`src/rtl/codificador_de_comando_pkg.sv`:
```
// Shared types and constants for the station command encoder.
package comando_pkg;

    localparam int USER_W = 3;
    localparam int FUNC_W = 3;

    localparam logic [USER_W-1:0] USER_PILOTO = 3'b111;
    localparam logic [USER_W-1:0] USER_NEUTRO = 3'b000;
    localparam logic [FUNC_W-1:0] FUNC_NEUTRO = 3'b000;

    typedef enum logic [1:0] {
        IDLE,
        ARMED,
        OFFER
    } state_t;

endpackage

```
`src/rtl/codificador_de_comando_debouncer.sv`:
```
// Single-bit debouncer: the output follows the input only after the input has
// held a value different from the output for DEB_CYCLES consecutive cycles.
module debouncer #(
    parameter int DEB_CYCLES = 250000
) (
    input  logic clk,
    input  logic rst,
    input  logic sample_in,
    output logic stable_out
);

    localparam int               CNT_W    = $clog2(DEB_CYCLES + 1);
    localparam logic [CNT_W-1:0] CNT_LAST = CNT_W'(DEB_CYCLES - 1);

    logic [CNT_W-1:0] cnt_q, cnt_d;
    logic             stable_q, stable_d;

    // NOTE: every always_comb output gets a default first so no latch is inferred.
    always_comb begin
        cnt_d    = cnt_q;
        stable_d = stable_q;
        if (sample_in == stable_q) begin
            // Sample agrees with the accepted level (or bounced back): restart the run.
            cnt_d = '0;
        end else if (cnt_q == CNT_LAST) begin
            stable_d = sample_in;
            cnt_d    = '0;
        end else begin
            cnt_d = cnt_q + 1'b1;
        end
    end

    // NOTE: sequential state is updated with non-blocking assignments only.
    always_ff @(posedge clk) begin
        if (rst) begin
            cnt_q    <= '0;
            stable_q <= 1'b0;
        end else begin
            cnt_q    <= cnt_d;
            stable_q <= stable_d;
        end
    end

    assign stable_out = stable_q;

endmodule

```
`src/rtl/codificador_de_comando.sv`:
```
// One user station: synchronizes and debounces the panel and turns a button gesture
// into a registered {User, Func} Valid/Ready command. Optional offer timeout: CMD_TIMEOUT_EN.
module codificador_de_comando
    import comando_pkg::*;
#(
    parameter int SYNC_STAGES    = 2,
    parameter int DEB_CYCLES     = 250000,
    parameter int TIMEOUT_CYCLES = 50000000
) (
    input  logic              CLK,
    input  logic              RST,
    input  logic [USER_W-1:0] User_In,
    input  logic              Func_Hi,
    input  logic [1:0]        BTN_N,
    input  logic              Ready,
    output logic              Valid,
    output logic [USER_W-1:0] User,
    output logic [FUNC_W-1:0] Func,
    output logic              Busy,
    output logic              Drop
);

    localparam int               RAW_W     = USER_W + 1 + 2;
    localparam logic [RAW_W-1:0] RAW_RESET = {{USER_W{1'b0}}, 1'b0, 2'b11};

    logic [RAW_W-1:0] sync_q [SYNC_STAGES];
    logic [RAW_W-1:0] sync_d [SYNC_STAGES];

    always_comb begin
        sync_d[0] = {User_In, Func_Hi, BTN_N};
        for (int i = 1; i < SYNC_STAGES; i++) begin
            sync_d[i] = sync_q[i-1];
        end
    end

    always_ff @(posedge CLK) begin
        if (RST) begin
            for (int i = 0; i < SYNC_STAGES; i++) begin
                sync_q[i] <= RAW_RESET;
            end
        end else begin
            for (int i = 0; i < SYNC_STAGES; i++) begin
                sync_q[i] <= sync_d[i];
            end
        end
    end

    logic [USER_W-1:0] user_sync;
    logic              func_hi_sync;
    logic [1:0]        pressed;
    logic [1:0]        deb;

    assign user_sync    = sync_q[SYNC_STAGES-1][RAW_W-1 -: USER_W];
    assign func_hi_sync = sync_q[SYNC_STAGES-1][2];
    assign pressed      = ~sync_q[SYNC_STAGES-1][1:0];

    for (genvar b = 0; b < 2; b++) begin : g_deb
        debouncer #(
            .DEB_CYCLES(DEB_CYCLES)
        ) u_deb (
            .clk       (CLK),
            .rst       (RST),
            .sample_in (pressed[b]),
            .stable_out(deb[b])
        );
    end

    state_t            state_q, state_d;
    logic [1:0]        acc_q, acc_d;
    logic              valid_q, valid_d;
    logic [USER_W-1:0] user_q, user_d;
    logic [FUNC_W-1:0] func_q, func_d;
    logic              busy_q, busy_d;

`ifdef CMD_TIMEOUT_EN
    localparam int               TMO_W    = $clog2(TIMEOUT_CYCLES + 1);
    localparam logic [TMO_W-1:0] TMO_LAST = TMO_W'(TIMEOUT_CYCLES - 1);

    logic [TMO_W-1:0] tmo_q, tmo_d;
    logic             drop_q, drop_d;
`endif

    always_comb begin
        state_d = state_q;
        acc_d   = acc_q;
        valid_d = valid_q;
        user_d  = user_q;
        func_d  = func_q;
`ifdef CMD_TIMEOUT_EN
        tmo_d   = tmo_q;
        drop_d  = 1'b0;
`endif
        unique case (state_q)
            IDLE: begin
                if (deb != 2'b00) begin
                    state_d = ARMED;
                    acc_d   = deb;
                end
            end
            ARMED: begin
                acc_d = acc_q | deb;
                if (deb == 2'b00) begin
                    // Last debounced release: freeze the panel into the command.
                    state_d = OFFER;
                    user_d  = user_sync;
                    func_d  = {func_hi_sync, acc_q};
                    valid_d = 1'b1;
`ifdef CMD_TIMEOUT_EN
                    tmo_d   = '0;
`endif
                end
            end
            OFFER: begin
                if (valid_q && Ready) begin
                    state_d = IDLE;
                    valid_d = 1'b0;
                    acc_d   = 2'b00;
                end
`ifdef CMD_TIMEOUT_EN
                else if (tmo_q == TMO_LAST) begin
                    state_d = IDLE;
                    valid_d = 1'b0;
                    acc_d   = 2'b00;
                    drop_d  = 1'b1;
                end else begin
                    tmo_d = tmo_q + 1'b1;
                end
`endif
            end
            default: state_d = IDLE;
        endcase
        busy_d = (state_d != IDLE);
    end

    always_ff @(posedge CLK) begin
        if (RST) begin
            state_q <= IDLE;
            acc_q   <= 2'b00;
            valid_q <= 1'b0;
            user_q  <= USER_NEUTRO;
            func_q  <= FUNC_NEUTRO;
            busy_q  <= 1'b0;
        end else begin
            state_q <= state_d;
            acc_q   <= acc_d;
            valid_q <= valid_d;
            user_q  <= user_d;
            func_q  <= func_d;
            busy_q  <= busy_d;
        end
    end

`ifdef CMD_TIMEOUT_EN
    always_ff @(posedge CLK) begin
        if (RST) begin
            tmo_q  <= '0;
            drop_q <= 1'b0;
        end else begin
            tmo_q  <= tmo_d;
            drop_q <= drop_d;
        end
    end

    assign Drop = drop_q;
`else
    assign Drop = 1'b0;
`endif

    assign Valid = valid_q;
    assign User  = user_q;
    assign Func  = func_q;
    assign Busy  = busy_q;

endmodule
```
`config.mk`:
```
export PLATFORM = sky130hd
export DESIGN_NAME = codificador_de_comando
export DESIGN_NICKNAME = d
export VERILOG_FILES = /design/src/rtl/codificador_de_comando_pkg.sv /design/src/rtl/codificador_de_comando_debouncer.sv /design/src/rtl/codificador_de_comando.sv
export SDC_FILE = /design/constraint.sdc
export NUM_CORES = 1
export LEC_CHECK = 0
export BUFFER_PORTS_ARGS = -buffer_cell sky130_fd_sc_hd__buf_2
export CORE_UTILIZATION = 45
export DETAILED_ROUTE_END_ITERATION = 12
export PLACE_DENSITY = 0.7
export SETUP_SLACK_MARGIN = 0.5
export SYNTH_ARGS = -nofsm -noshare
export SYNTH_HDL_FRONTEND = slang
export SYNTH_SLANG_ARGS = --single-unit
```
`constraint.sdc`:
```
create_clock -name CLK -period 2.84 [get_ports CLK]
set_input_delay 0.142 -clock CLK [delete_from_list [all_inputs] [get_ports CLK]]
set_output_delay 0.142 -clock CLK [all_outputs]
set_load 0.005 [all_outputs]
```
# After elaboration in Yosys (flattened, before gate mapping)
# Memories as Yosys holds them, arrays and structs flattened.
# Index checks and enable logic that the tools add are counted.
[word_totals] reg_bits=50 ramBits=12 in_bits=9 out_inout_bits=9 wordCells=57 n_memories=1
[classes] addsub=2 n_eq_ne=9 muxes=15 bitwise=6 reduce_logical=14
[mem_list] memory="sync_q" words=2 width=6 read_ports=2 rd_ports_with_merged_regs=0 write_ports=2 line="codificador_de_comando.sv:26" rtl="logic [RAW_W-1:0] sync_q [SYNC_STAGES];"
[ops] cell="18-bit by 1-bit adder with 18-bit output, second input constant" count=2
[ops] cell="18-bit == test, second input constant" count=2
[ops] cell="6-bit two-way mux" count=2
[ops] cell="2-bit one-hot mux with 3 select lines" count=2
[ops] cell="2-bit two-way mux" count=5
[ops] cell="2-bit inequality test, second input constant" count=3
[ops] cell="2-bit AND reduction" count=3
[ops] cell="3-bit AND reduction" count=2
[ops] cell="2-bit nonzero test" count=3
[ops] cell="3-bit OR reduction" count=2
[ops] cell="1-bit two-way mux" count=5
[ops] cell="2-bit logical NOT" count=2
[ops] cell="3-bit nonzero test" count=1
[ops] cell="1-bit == test" count=2
[ops] cell="2-bit by 1-bit == test with 1-bit output, second input constant" count=1
[ops] cell="2-bit == test, second input constant" count=1
[ops] cell="1-bit inverter" count=2
[ops] cell="2-bit inverter" count=1
[ops] cell="1-bit OR" count=2
[ops] cell="2-bit OR" count=1
[ops] cell="1-bit one-hot mux with 2 select lines" count=1
[ops] cell="1-bit logical AND" count=1

# Longest topological paths before layout
# An unclocked memory read counts as a cell.
[depth] depth_word=5 mapped_depth=7 ltp_nobuf=6

# By module
# A second synthesis with hierarchy kept.
[unflattened] hier_cells=290 area_unflattened_um2=2672.6
[by_module_without_submodules] mod="debouncer" instances=2 cells_per_inst=100 area_each_um2=862.1 seq_area_each_um2=380.4
[by_module_without_submodules] mod="codificador_de_comando" instances=1 cells_per_inst=90 area_each_um2=948.4 seq_area_each_um2=480.5

# Least setup slack after synthesis
# No wires, ideal clock.
[synth_path] path_type="reg2reg" startpoint="reg g_deb[1].u_deb.cnt_q[9]" endpoint="reg g_deb[1].u_deb.cnt_q[10]" setup_ns=0.114 arrival_time_ns=1.685 required_time_ns=2.726 setup_slack_ns=1.041 path_stages_with_launch=8 n_path_buf=3 period_less_slack_ns=1.799 path_cell_list="dfxtp_1 buf_6 or4_1 nor4_2 a211o_1 buf_6 buf_12 nor2_1"
[synth_between] elab_chain_len=2 elab_cells_between_ends=3 cone_classes="add/sub (1); eq/ne (1); reduce/logical (1)"
[synth_lines] item="start: declaration" line="codificador_de_comando_debouncer.sv:15" rtl="logic [CNT_W-1:0] cnt_q, cnt_d;"
[synth_lines] item="start signal: assignment" line="codificador_de_comando_debouncer.sv:39" rtl="cnt_q <= cnt_d;"
[synth_lines] item="branches (longest 2 deep; another with 18-bit by 1-bit adder with 18-bit output)"
# Several ways; the timed one is not identified.
# A chain may end at the register's enable or synchronous reset.

# Final worst setup path
[layout_path] startpoint="reg g_deb[1].u_deb.cnt_q[9]" endpoint="reg g_deb[1].u_deb.cnt_q[4]"
[layout_between] elab_chain_len=2
[layout_lines] item="18-bit == test" line="codificador_de_comando_debouncer.sv:25" rtl="end else if (cnt_q == CNT_LAST) begin"
[layout_lines] item="3-bit OR reduction (no line)"
# Every way passes these cells.

==> qor.tcl <==
set qor(run_status) {complete, no violations}
set qor(fin_tns_setup_ns) 0
set qor(drt_iter0_drc) 90
set qor(timing.hold.worst.class) {in2reg}
set qor(core_um2) 5610
set qor(drive_gt1_share_pct) 14.2
set qor(ios) 18
set qor(critPathMaxFanout) 18
set qor(grt_first_pass_wirelength_mm) 7.71
set qor(rsz0062_at_grt) {no}
set qor(timing.critical_path.to_type) {flip-flop}
set qor(part_of_the_yosys_area_used_for_sequential_elements_pct) 46.7
set qor(gp_congestion) 0.824
set qor(worst_slew_pin_slew_ns) 0.548
set qor(number_of_placement_rows) 27
set qor(worst_path_largest_cell_delay_ns) 0.56
set qor(reg2reg_depth) 4
set qor(synth_cell_type_count) 39
set qor(timing.clock.skew_ns) 0.00413
set qor(max_cap_viol_count) 0
set qor(critPathRequiredTime_ns) 3.04
set qor(dominantRegCellSynth) {sky130_fd_sc_hd__dfxtp_1}
set qor(clk_root_buffer_cell) {sky130_fd_sc_hd__clkbuf_8}
set qor(num-nets-final) 315
set qor(power.density_cell_area_nw_per_um2) 570
set qor(endpoints_failing_hold) 0
set qor(routed-via-count) 1926
set qor(timing.slew.headroom_pct) 63.5
set qor(detail-route-antenna-nets) 0
set qor(final-max-slew-violation-count) 0
set qor(timing.critical_path.cells) {or4_1 -> nor4_2 -> a211o_1 -> nor2_1}
set qor(cell_with_the_largest_stage_delay_on_the_worst_path) {sky130_fd_sc_hd__or4_1}
set qor(clk_pin_slew_worst_paths_ns) 0.07
set qor(global_route.overflow_total) 0
set qor(synth.ff_latch_count) 62
set qor(startpoint_type) {flip-flop}
set qor(maxClockFrequency_mhz) 482
set qor(grt_max_degree) 28
set qor(fin_util_pct) 52.4
set qor(worstSetupPathType) {reg2reg}
set qor(synth_area_per_cell_um2) 9.32
set qor(worst-path-buf-inv) 0
set qor(synth_area_um2) 2660
set qor(layout-area-overhead-vs-synth_pct) 10.6
set qor(worst-endpoint-arrival_ns) 2.27
set qor(vdd_ir_drop_max_v) 0.000367
set qor(cts_htree_levels) 3
set qor(timing.final.crit_share_pct) 73.0
set qor(finalSetupViolCount) 0
set qor(synth_enable_flop_cells) 0
set qor(tritoncts) {done}
set qor(cts-buffers-inserted) 9
set qor(insertedDiodeCount) 0
set qor(synthesis.nets) 302
set qor(drt-total-wl_mm) 4.33
set qor(die-width_um) 78.8
set qor(dp_hpwl_mm) 2.86
set qor(yosysWarningCount) 0
set qor(worst_skew_pair.late_latency_ns) 0.33
set qor(antenna_violations_before_repair) 0
set qor(dpl_worst_slack_ns) 0.675
set qor(timing.critical_path.depth) 4
set qor(route.detailed.drc) 0
set qor(postLayoutSetupSlackWorst_ns) 0.767
set qor(die_h_um) 78.8
set qor(final.min_clock_period_ns) 2.07
set qor(drtPass1Iterations) 4
set qor(cpLargestDelayFamily) {simple AND/OR/NAND/NOR gates}
set qor(min_delay_path_depth) 2
set qor(place.port_buffers) 16
set qor(synthesis.instances) 285
set qor(avgViaCountPerCell) 5.14
set qor(static-leakage-power_nw) 1.01
set qor(synth_async_sr_flop_share_pct) 0
set qor(dieArea_um2) 6210
set qor(vias_in_the_first_global_route) 1753
set qor(grt_util_all_layers_pct) 16.0
set qor(wire_per_inst_um) 11.5
set qor(floorplan.initialDensity_pct) 47.4
set qor(cts-root-to-sink-buffers) 2
set qor(cts.sinks) 62
-- cells in the mapped netlist (6+ instances only) --
cell | number | area share [%]
sky130_fd_sc_hd__xnor2_1 | 16 | 5.3
sky130_fd_sc_hd__nand2_1 | 11 | 1.6
sky130_fd_sc_hd__xor2_1 | 15 | 4.9
sky130_fd_sc_hd__nor2_1 | 44 | 6.2
sky130_fd_sc_hd__nand3_1 | 14 | 2.6
sky130_fd_sc_hd__nor4_1 | 7 | 1.6
sky130_fd_sc_hd__nand4_1 | 10 | 2.4
sky130_fd_sc_hd__a21oi_1 | 8 | 1.5
sky130_fd_sc_hd__nor2b_1 | 8 | 1.9
sky130_fd_sc_hd__mux2i_1 | 6 | 2.3
sky130_fd_sc_hd__dfxtp_1 | 62 | 47
sky130_fd_sc_hd__o21ai_0 | 7 | 1.3
sky130_fd_sc_hd__clkbuf_1 | 8 | 1.1
sky130_fd_sc_hd__nor3_1 | 7 | 1.3
sky130_fd_sc_hd__ha_1 | 8 | 3.8
-- area by class of cell --
cell class,count,area (µm²)
Clock buffer,12,155
Clock inverter,4,45.0
Fill cell,528,2670
Inverter,5,18.8
Multi-Input combinational cell,202,1290
Sequential cell,62,1240
Tap cell,72,90.1
Timing Repair Buffer,18,100
-- where the power goes --
group          internal (W)  total [W]  switching [W]
logic             0.0000116  0.0000247      0.0000131
clock network      0.000449   0.000769       0.000320
registers          0.000878   0.000881     0.00000261
total               0.00134    0.00167       0.000336
-- kinds of logic (layout without fill, tap and decap cells) --
kind of cell	count (synthesis)	count (layout)	synth area share [%]
and+or+nand+nor	130	130	26.0
DFF	62	62	46.7
xor gates and xnor gates	31	31	10.2
AOI/OAI and AO/OA	26	26	6.03
buffers and inverters	21	39	4.85
adders and majority gates	8	8	3.77
muxes	6	6	2.26
other	1	1	0.141
-- flip-flops by register name (all words and copies together) (netlist names) --
name,count
g_deb.u_deb.stable_out,2
User,3
Valid,1
Func,3
g_deb.u_deb.cnt_q,36
state_q,2
Busy,1
acc_q,2
sync_q,12
-- per-layer routing --
layer  vias to the layer above  part of all wire (%)  track usage [%]
li1                       1002                     -                -
met1                       899                    49             18.9
met2                        23                    47             25.6
met3                         2                   3.4             7.24
met4                         0                  0.44             5.82
met5                         -                     0                0
-- cell usage in the layout, fill, tap and decap left out, drive strengths merged, types with 2 or more instances in the layout --
master and count:
ha 8, o31ai 2, or4 4, clkinv 3
inv 5, and4 5, and2 3, nand2 11
dfxtp 62, nor4 8, nor2b 8, nand4 11
xor2 15, and3 3, o21ai 7, or4b 2
dlygate4sd3 2, buf 16, mux2i 6, a21oi 8
nand3 14, nand2b 3, nor2 44, nor3 7
clkbuf 12, or2 5, a211o 2, a211oi 4
xnor2 16
-- stage by stage --
stage,instance area (µm²),total power [W],cells,hold WS (ns)
after floorplan,2660,0.000920,285,0.246
after CTS,2940,0.00170,375,0.00577
after detailed placement,2720,0.000923,357,0.337
after global routing,2940,0.00175,375,0.00726
final,2940,0.00167,375,0.0201
after global placement,2720,0.000923,357,0.337
-- final timing paths --
| path | start | to | slack (ns) |
|---|---|---|---|
| worst max register to register | g_deb[1].u_deb.cnt_q[9]$_SDFF_PP0_ | g_deb[1].u_deb.cnt_q[4]$_SDFF_PP0_ | 0.77 |
| worst min register to register | sync_q[0][0]$_SDFF_PP1_ | sync_q[0][6]$_SDFF_PP1_ | 0.40 |
| worst min-delay path | User_In[0] | sync_q[0][3]$_SDFF_PP0_ | 0.02 |
| worst max-delay path | g_deb[1].u_deb.cnt_q[9]$_SDFF_PP0_ | g_deb[1].u_deb.cnt_q[4]$_SDFF_PP0_ | 0.77 |
-- timing repair --
item | in CTS | in global routing
buffers inserted | 0 | 0
resized for setup | 0 | 1
hold buffers | 2 | 0
endpoints found under the hold margin | 2 | 0
endpoints found under the setup margin | 0 | 5
Note: power is estimated with default switching activity, not from simulation.
